==> src/rtl/axi_mem_sram_bridge.sv <==
// AXI4 slave that bridges the core's io_axi_mem bus onto a single-port synchronous SRAM.
// One transaction in flight; FIXED/INCR/WRAP bursts up to 256 beats, DECERR outside the window.
module axi_mem_sram_bridge #(
  parameter logic [63:0] BaseAddr = 64'h8000_0000,
  parameter int unsigned MemBytes = 65536,
  localparam int SramAw = $clog2(MemBytes / 8)
) (
  input  logic              clk_i,
  input  logic              rst_i,
  input  logic [3:0]        io_axi_mem_awid,
  input  logic [63:0]       io_axi_mem_awaddr,
  input  logic [7:0]        io_axi_mem_awlen,
  input  logic [2:0]        io_axi_mem_awsize,
  input  logic [1:0]        io_axi_mem_awburst,
  input  logic              io_axi_mem_awlock,
  input  logic [3:0]        io_axi_mem_awcache,
  input  logic [2:0]        io_axi_mem_awprot,
  input  logic [3:0]        io_axi_mem_awqos,
  input  logic [3:0]        io_axi_mem_awregion,
  input  logic [3:0]        io_axi_mem_awuser,
  input  logic              io_axi_mem_awvalid,
  output logic              io_axi_mem_awready,
  input  logic [63:0]       io_axi_mem_wdata,
  input  logic [7:0]        io_axi_mem_wstrb,
  input  logic              io_axi_mem_wlast,
  input  logic [3:0]        io_axi_mem_wuser,
  input  logic              io_axi_mem_wvalid,
  output logic              io_axi_mem_wready,
  output logic [3:0]        io_axi_mem_bid,
  output logic [1:0]        io_axi_mem_bresp,
  output logic [3:0]        io_axi_mem_buser,
  output logic              io_axi_mem_bvalid,
  input  logic              io_axi_mem_bready,
  input  logic [3:0]        io_axi_mem_arid,
  input  logic [63:0]       io_axi_mem_araddr,
  input  logic [7:0]        io_axi_mem_arlen,
  input  logic [2:0]        io_axi_mem_arsize,
  input  logic [1:0]        io_axi_mem_arburst,
  input  logic              io_axi_mem_arlock,
  input  logic [3:0]        io_axi_mem_arcache,
  input  logic [2:0]        io_axi_mem_arprot,
  input  logic [3:0]        io_axi_mem_arqos,
  input  logic [3:0]        io_axi_mem_arregion,
  input  logic [3:0]        io_axi_mem_aruser,
  input  logic              io_axi_mem_arvalid,
  output logic              io_axi_mem_arready,
  output logic [3:0]        io_axi_mem_rid,
  output logic [63:0]       io_axi_mem_rdata,
  output logic [1:0]        io_axi_mem_rresp,
  output logic              io_axi_mem_rlast,
  output logic [3:0]        io_axi_mem_ruser,
  output logic              io_axi_mem_rvalid,
  input  logic              io_axi_mem_rready,
  output logic              sram_req,
  output logic              sram_we,
  output logic [SramAw-1:0] sram_addr,
  output logic [63:0]       sram_wdata,
  output logic [7:0]        sram_be,
  input  logic [63:0]       sram_rdata
);

  typedef enum logic [2:0] {IDLE, RD_ISSUE, RD_WAIT, RD_DATA, WR_DATA, WR_RESP} state_e;

  state_e      state_q, state_d;
  logic [3:0]  id_q, id_d;
  logic [63:0] addr_q, addr_d;
  logic [7:0]  len_q, len_d;
  logic [2:0]  size_q, size_d;
  logic [1:0]  burst_q, burst_d;
  logic        err_q, err_d;
  logic [7:0]  beat_q, beat_d;
  logic [63:0] rdata_q, rdata_d;
  logic        last_rd_q, last_rd_d;

  logic        grant_rd, grant_wr, is_last;
  logic [63:0] offset, next_addr;
  logic [1:0]  resp;

  logic unused;
  assign unused = ^{io_axi_mem_awlock, io_axi_mem_awcache, io_axi_mem_awprot, io_axi_mem_awqos,
                    io_axi_mem_awregion, io_axi_mem_awuser, io_axi_mem_wlast, io_axi_mem_wuser,
                    io_axi_mem_arlock, io_axi_mem_arcache, io_axi_mem_arprot, io_axi_mem_arqos,
                    io_axi_mem_arregion, io_axi_mem_aruser, offset};

  always_comb begin
    state_d   = state_q;
    id_d      = id_q;
    addr_d    = addr_q;
    len_d     = len_q;
    size_d    = size_q;
    burst_d   = burst_q;
    err_d     = err_q;
    beat_d    = beat_q;
    rdata_d   = rdata_q;
    last_rd_d = last_rd_q;

    io_axi_mem_awready = 1'b0;
    io_axi_mem_arready = 1'b0;
    io_axi_mem_wready  = 1'b0;
    io_axi_mem_bid     = '0;
    io_axi_mem_bresp   = '0;
    io_axi_mem_buser   = '0;
    io_axi_mem_bvalid  = 1'b0;
    io_axi_mem_rid     = '0;
    io_axi_mem_rdata   = '0;
    io_axi_mem_rresp   = '0;
    io_axi_mem_rlast   = 1'b0;
    io_axi_mem_ruser   = '0;
    io_axi_mem_rvalid  = 1'b0;
    sram_req   = 1'b0;
    sram_we    = 1'b0;
    sram_addr  = '0;
    sram_wdata = '0;
    sram_be    = '0;

    grant_rd  = 1'b0;
    grant_wr  = 1'b0;
    offset    = addr_q - BaseAddr;
    is_last   = (beat_q == len_q);
    next_addr = (burst_q == 2'b00) ? addr_q : addr_q + (64'd1 << size_q);
    // WRAP is served as INCR but flagged SLVERR; the window error dominates.
    resp      = err_q ? 2'b11 : ((burst_q == 2'b10) ? 2'b10 : 2'b00);

    case (state_q)
      IDLE: begin
        // Round-robin on contention: the channel granted last time yields.
        grant_rd = io_axi_mem_arvalid & (~io_axi_mem_awvalid | ~last_rd_q);
        grant_wr = io_axi_mem_awvalid & ~grant_rd;
        io_axi_mem_arready = grant_rd;
        io_axi_mem_awready = grant_wr;
        if (grant_rd) begin
          id_d      = io_axi_mem_arid;
          addr_d    = io_axi_mem_araddr;
          len_d     = io_axi_mem_arlen;
          size_d    = io_axi_mem_arsize;
          burst_d   = io_axi_mem_arburst;
          err_d     = (io_axi_mem_araddr - BaseAddr) >= 64'(MemBytes);
          beat_d    = '0;
          last_rd_d = 1'b1;
          state_d   = RD_ISSUE;
        end else if (grant_wr) begin
          id_d      = io_axi_mem_awid;
          addr_d    = io_axi_mem_awaddr;
          len_d     = io_axi_mem_awlen;
          size_d    = io_axi_mem_awsize;
          burst_d   = io_axi_mem_awburst;
          err_d     = (io_axi_mem_awaddr - BaseAddr) >= 64'(MemBytes);
          beat_d    = '0;
          last_rd_d = 1'b0;
          state_d   = WR_DATA;
        end
      end
      RD_ISSUE: begin
        sram_req  = ~err_q;
        sram_addr = offset[SramAw+2:3];
        state_d   = RD_WAIT;
      end
      RD_WAIT: begin
        rdata_d = err_q ? 64'd0 : sram_rdata;
        state_d = RD_DATA;
      end
      RD_DATA: begin
        io_axi_mem_rvalid = 1'b1;
        io_axi_mem_rid    = id_q;
        io_axi_mem_rdata  = rdata_q;
        io_axi_mem_rresp  = resp;
        io_axi_mem_rlast  = is_last;
        if (io_axi_mem_rready) begin
          if (is_last) begin
            state_d = IDLE;
          end else begin
            beat_d  = beat_q + 8'd1;
            addr_d  = next_addr;
            state_d = RD_ISSUE;
          end
        end
      end
      WR_DATA: begin
        // Completion follows the latched len; wlast is not consulted.
        io_axi_mem_wready = 1'b1;
        sram_req   = io_axi_mem_wvalid & ~err_q;
        sram_we    = 1'b1;
        sram_addr  = offset[SramAw+2:3];
        sram_wdata = io_axi_mem_wdata;
        sram_be    = io_axi_mem_wstrb;
        if (io_axi_mem_wvalid) begin
          if (is_last) begin
            state_d = WR_RESP;
          end else begin
            beat_d = beat_q + 8'd1;
            addr_d = next_addr;
          end
        end
      end
      WR_RESP: begin
        io_axi_mem_bvalid = 1'b1;
        io_axi_mem_bid    = id_q;
        io_axi_mem_bresp  = resp;
        if (io_axi_mem_bready) state_d = IDLE;
      end
      default: state_d = IDLE;
    endcase
  end

  always_ff @(posedge clk_i or posedge rst_i) begin
    if (rst_i) begin
      state_q   <= IDLE;
      id_q      <= '0;
      addr_q    <= '0;
      len_q     <= '0;
      size_q    <= '0;
      burst_q   <= '0;
      err_q     <= 1'b0;
      beat_q    <= '0;
      rdata_q   <= '0;
      last_rd_q <= 1'b0;
    end else begin
      state_q   <= state_d;
      id_q      <= id_d;
      addr_q    <= addr_d;
      len_q     <= len_d;
      size_q    <= size_d;
      burst_q   <= burst_d;
      err_q     <= err_d;
      beat_q    <= beat_d;
      rdata_q   <= rdata_d;
      last_rd_q <= last_rd_d;
    end
  end

endmodule

==> config.mk <==
export PLATFORM = sky130hd
export DESIGN_NAME = axi_mem_sram_bridge
export DESIGN_NICKNAME = d
export VERILOG_FILES = /design/src/rtl/axi_mem_sram_bridge.sv
export SDC_FILE = /design/constraint.sdc
export NUM_CORES = 1
export LEC_CHECK = 0
export ABC_AREA = 1
export CORE_AREA = 2 2 207 209
export DETAILED_ROUTE_END_ITERATION = 10
export DIE_AREA = 0 0 209 211
export GPL_ROUTABILITY_DRIVEN = 1
export HOLD_SLACK_MARGIN = 0.15
export PLACE_DENSITY_LB_ADDON = 0.25
export SYNTH_ARGS = -nofsm -noshare
export SYNTH_HDL_FRONTEND = slang
export SYNTH_SLANG_ARGS = --single-unit
==> constraint.sdc <==
create_clock -name clk_i -period 3.8 [get_ports clk_i]
set_clock_uncertainty 0.2 [all_clocks]
set_input_delay 0.38 -clock clk_i [delete_from_list [all_inputs] [get_ports clk_i]]
set_output_delay 0.38 -clock clk_i [all_outputs]
set_load 0.05 [all_outputs]
==> results.rst <==
.. list-table::
   :header-rows: 1

   * - Metric
     - Value
   * - Die Y
     - 211 um
   * - Design internal power
     - 3.88 mW
   * - Worst hold endpoint
     - last_rd_q
   * - Clock slew seen by the registers of the worst setup and hold paths
     - around 0.08 ns
   * - Half-perimeter wire length after placement
     - about 30 mm
   * - Min-Delay Startpoint
     - last_rd_q
   * - CTS tree
     - built
   * - Buffers on Ports
     - 473
   * - Critical path class
     - reg2out
   * - Antenna violations before repair
     - 5
   * - Total via count in the routed design
     - between 10000 and 15000
   * - DR pass1 iterations
     - 5
   * - Net switching power
     - approximately 4.3 mW
   * - Max-cap violations
     - 0
   * - Share of the clock period used by the worst path
     - 90.5%
   * - Clock buffers created by TritonCTS
     - 9
   * - CTS sink count
     - 110
   * - Fraction of synthesized cell area taken by the top area cell type
     - slightly above 30%
   * - Unique cell type count in the Yosys netlist
     - 49
   * - Largest fanout on the critical path
     - just over 70
   * - Part of the total power dissipated in combinational logic
     - 64.0%
   * - First-pass GRT wire length
     - between 50 and 60 mm
   * - Startpoint class of the critical path
     - flip-flop
   * - DRC violation total after the first TritonRoute iteration
     - 536
   * - Clock root buffer master
     - sky130_fd_sc_hd__clkbuf_16
   * - Number of design rule violations left after detail routing
     - 0
   * - Number of rows in the core area
     - 75
   * - Die area
     - ~44000 um^2
   * - Post-DR vias/cell
     - 4.31
   * - Dominant synthesized flop cell
     - sky130_fd_sc_hd__dfrtp_1
   * - Layout net count
     - 2332
   * - Worst Path Arrival
     - around 2.9 ns
   * - Req. time, crit path
     - ~3.2 ns
   * - Average detailed-routed wire length per instance
     - 15.1 um
   * - Total routed wirelength
     - around 38 mm
   * - Count of flip-flops with a built-in enable after synthesis
     - 0
   * - Switching portion of total power
     - between 50% and 60%
   * - Layout cell share with drive strength beyond 1
     - 3.95%
   * - Sequential cell area fraction in the yosys report
     - a little under a third
   * - Post-cts resize count
     - 0
   * - Max Slew Vio Count
     - 0
   * - Result of the run
     - finished clean
   * - Via count of the first global-routing pass
     - 10600
   * - Number of cells traversed by the worst hold path
     - 2
   * - Class of the tightest hold or removal check
     - reg2reg
   * - Global route total overflow
     - 0
   * - Maximum buffer depth of the clock tree
     - 2
   * - Largest net degree at the start of global routing
     - 105
   * - Endpoint class of the critical path
     - output pin
   * - Share of async-settable or async-resettable flops after synthesis
     - between 90% and 100%
   * - Final hold vios
     - 0
   * - Flop-to-flop setup slack
     - about 0.90 ns
   * - Clock latency on the worst-skew pair
     - 0.36 ns
   * - Actual slew at the worst max-slew pin
     - about 1.2 ns
   * - Yosys warnings
     - 0
   * - Starting density of the core
     - between 20% and 30%
   * - Setup_tns
     - 0 ns
   * - Sequential group share of total power
     - roughly a quarter
   * - Post-synthesis instance total
     - around 1500
   * - Power density of the placed cells
     - 559 nW/um^2
   * - Most used cells in the layout excluding fill and tap cells
     - sky130_fd_sc_hd__clkdlybuf4s50_1 (472), sky130_fd_sc_hd__nor2_1 (399), sky130_fd_sc_hd__nand2_1 (280)
   * - GRT Resource Usage Total
     - between 10% and 20%
   * - Post-synthesis cell type with the largest combined area
     - sky130_fd_sc_hd__dfrtp_1
   * - Most common cell after layout, fill and taps aside
     - sky130_fd_sc_hd__clkdlybuf4s50_1
   * - Core footprint
     - 41800 um^2
   * - Number of antenna-violating nets in the routed design
     - 0
   * - Cell types with the largest area share after synthesis
     - sky130_fd_sc_hd__dfrtp_1 (31%), sky130_fd_sc_hd__nor2_1 (17%), sky130_fd_sc_hd__nand2_1 (12%), sky130_fd_sc_hd__inv_1 (11%), sky130_fd_sc_hd__nand3_1 (7.4%)
   * - RSZ-0062 raised after global routing
     - no
   * - Shortest clock period the worst path allows after layout
     - around 3.4 ns
   * - Dpl cell area
     - between 10000 and 15000 um^2
   * - Peak clock frequency supported by timing
     - between 200 and 300 MHz
   * - Endpoint of the worst-slack reg-to-reg timing path
     - addr_q[14]
   * - Peak VDD IR
     - 0.232 mV
   * - Number of levels in the clock H-tree
     - 3
   * - Headroom to the max-slew limit
     - roughly 22%
   * - Static Leakage
     - approximately 6.4 nW
   * - Seq cells post-synth
     - 110
   * - Area of all placed cells without fillers
     - between 10000 and 15000 um^2
   * - R2R Path Start
     - size_q[2]
   * - Combined area of all synthesized cells
     - between 9000 and 10000 um^2
   * - Clock power share
     - between 10 and 15%
   * - Average footprint of a synthesized cell
     - approximately 5.9 um^2
   * - Setup-violating endpoint count in the final report
     - 0
   * - Final estimated routing congestion in global placement
     - 0.892
   * - Path depth of the worst reg2reg path
     - 16
   * - Overall die width
     - about 210 um
   * - Post-synthesis to final-layout area growth
     - 62.0%
   * - Number of I/O pins
     - between 500 and 600
==> stage by stage <==
stage | std cells | hold slack (ns) | util [%] | power [mW] | worst slack [ns]
after floorplan | 1534 | 0.242 | - | 5.49 | 0.318
after global placement | 2497 | 0.259 | 34.3 | 7.17 | 0.796
after detailed placement | 2497 | 0.277 | 34.3 | 7.23 | 0.761
after CTS | 2514 | 0.299 | 35.0 | 8.28 | 0.354
after global routing | 2515 | 0.316 | 35.0 | 8.85 | 0.114
final | 2515 | 0.291 | 35.0 | 8.17 | 0.362
==> worst max-delay path: stages, from the launching register on <==
cell	delay (ns)
sky130_fd_sc_hd__dfrtp_1	0.42
sky130_fd_sc_hd__inv_1	0.10
sky130_fd_sc_hd__nand2_2	0.10
sky130_fd_sc_hd__nor2_4	0.26
sky130_fd_sc_hd__inv_2	0.48
sky130_fd_sc_hd__nor2_1	0.25
sky130_fd_sc_hd__clkdlybuf4s50_1	0.85
==> worst max-delay path by stage <==
stage,end,slack (ns),start,cells past startpoint
final,sram_wdata[40],0.36,state_q[0],6
after detailed placement,sram_req,0.76,state_q[0],7
after global placement,sram_req,0.80,state_q[0],7
after CTS,sram_wdata[40],0.35,state_q[0],6
after floorplan,addr_q[0],0.32,rst_i,1
after global routing,sram_wdata[40],0.11,state_q[0],6
==> per-layer routing <==
| layer | vias to the layer above | GRT usage, % | wire [um] |
|---|---|---|---|
| met2 | 321 | 27.5 | 17600 |
| li1 | 5569 | - | - |
| met1 | 4906 | 22.5 | 17600 |
| met4 | 8 | 3.13 | 432 |
| met3 | 27 | 3.37 | 2250 |
| met5 | - | 0 | 48 |
==> cells by family after synthesis <==
group | synth area share [%]
DFF | 30.5
and+or+nand+nor | 41.0
adders and majority gates | 1.75
other | 0.0416
xor gates and xnor gates | 0.777
buffers and inverters | 14.8
AOI/OAI and AO/OA | 11.2
==> state kept, by name, summed over array words and instances, names as in the netlist <==
signal and cells:
addr_q 16, beat_q 8, burst_q 2, err_q 1, id_q 4, last_rd_q 1
len_q 8, rdata_q 64, size_q 3, state_q 3
==> synth_stat cells (2+ instances only) <==
cell type and count:
sky130_fd_sc_hd__nand3_1 133, sky130_fd_sc_hd__a21oi_1 23, sky130_fd_sc_hd__nand2_1 282, sky130_fd_sc_hd__inv_1 267
sky130_fd_sc_hd__o21ai_0 100, sky130_fd_sc_hd__a22oi_1 3, sky130_fd_sc_hd__nor2_1 399, sky130_fd_sc_hd__clkbuf_1 35
sky130_fd_sc_hd__buf_2 5, sky130_fd_sc_hd__buf_4 10, sky130_fd_sc_hd__nor2_2 4, sky130_fd_sc_hd__nor3_1 17
sky130_fd_sc_hd__nand4_1 18, sky130_fd_sc_hd__or2_1 2, sky130_fd_sc_hd__nor2_4 2, sky130_fd_sc_hd__and2_1 2
sky130_fd_sc_hd__a31oi_1 2, sky130_fd_sc_hd__buf_6 2, sky130_fd_sc_hd__o31ai_1 18, sky130_fd_sc_hd__inv_2 5
sky130_fd_sc_hd__o22ai_1 3, sky130_fd_sc_hd__nand2_2 9, sky130_fd_sc_hd__xor2_1 7, sky130_fd_sc_hd__o21bai_1 7
sky130_fd_sc_hd__or2_2 6, sky130_fd_sc_hd__buf_1 10, sky130_fd_sc_hd__o21ai_1 2, sky130_fd_sc_hd__ha_1 11
sky130_fd_sc_hd__dfrtp_1 110, sky130_fd_sc_hd__nand3b_1 5, sky130_fd_sc_hd__o21ai_2 10
==> area by class of cell <==
type,count,area (um^2)
antenna,1,2.50
clock buffer,9,225
clock inverter,7,72.6
fill,4468,27100
inverter,275,1040
multi-input combinational,1087,4970
sequential,110,2750
tap,539,674
timing repair buffer,487,4880
==> timing repair <==
action | CTS | global route
hold buffers | 1 | 0
buffers inserted | 0 | 0
endpoints found under the setup margin | 0 | 0
endpoints found under the hold margin | 6 | 0
==> power by group through the flow <==
stage               Clock (mW)  Sequential (mW)  Combinational, mW
floorplan                    0             1.90               3.59
CTS                       1.04             1.95               5.28
detailed placement           0             1.98               5.25
global route              1.10             2.01               5.74
finish                   0.992             1.95               5.22
global placement             0             1.96               5.21
Power figures use the tool's default switching activity.
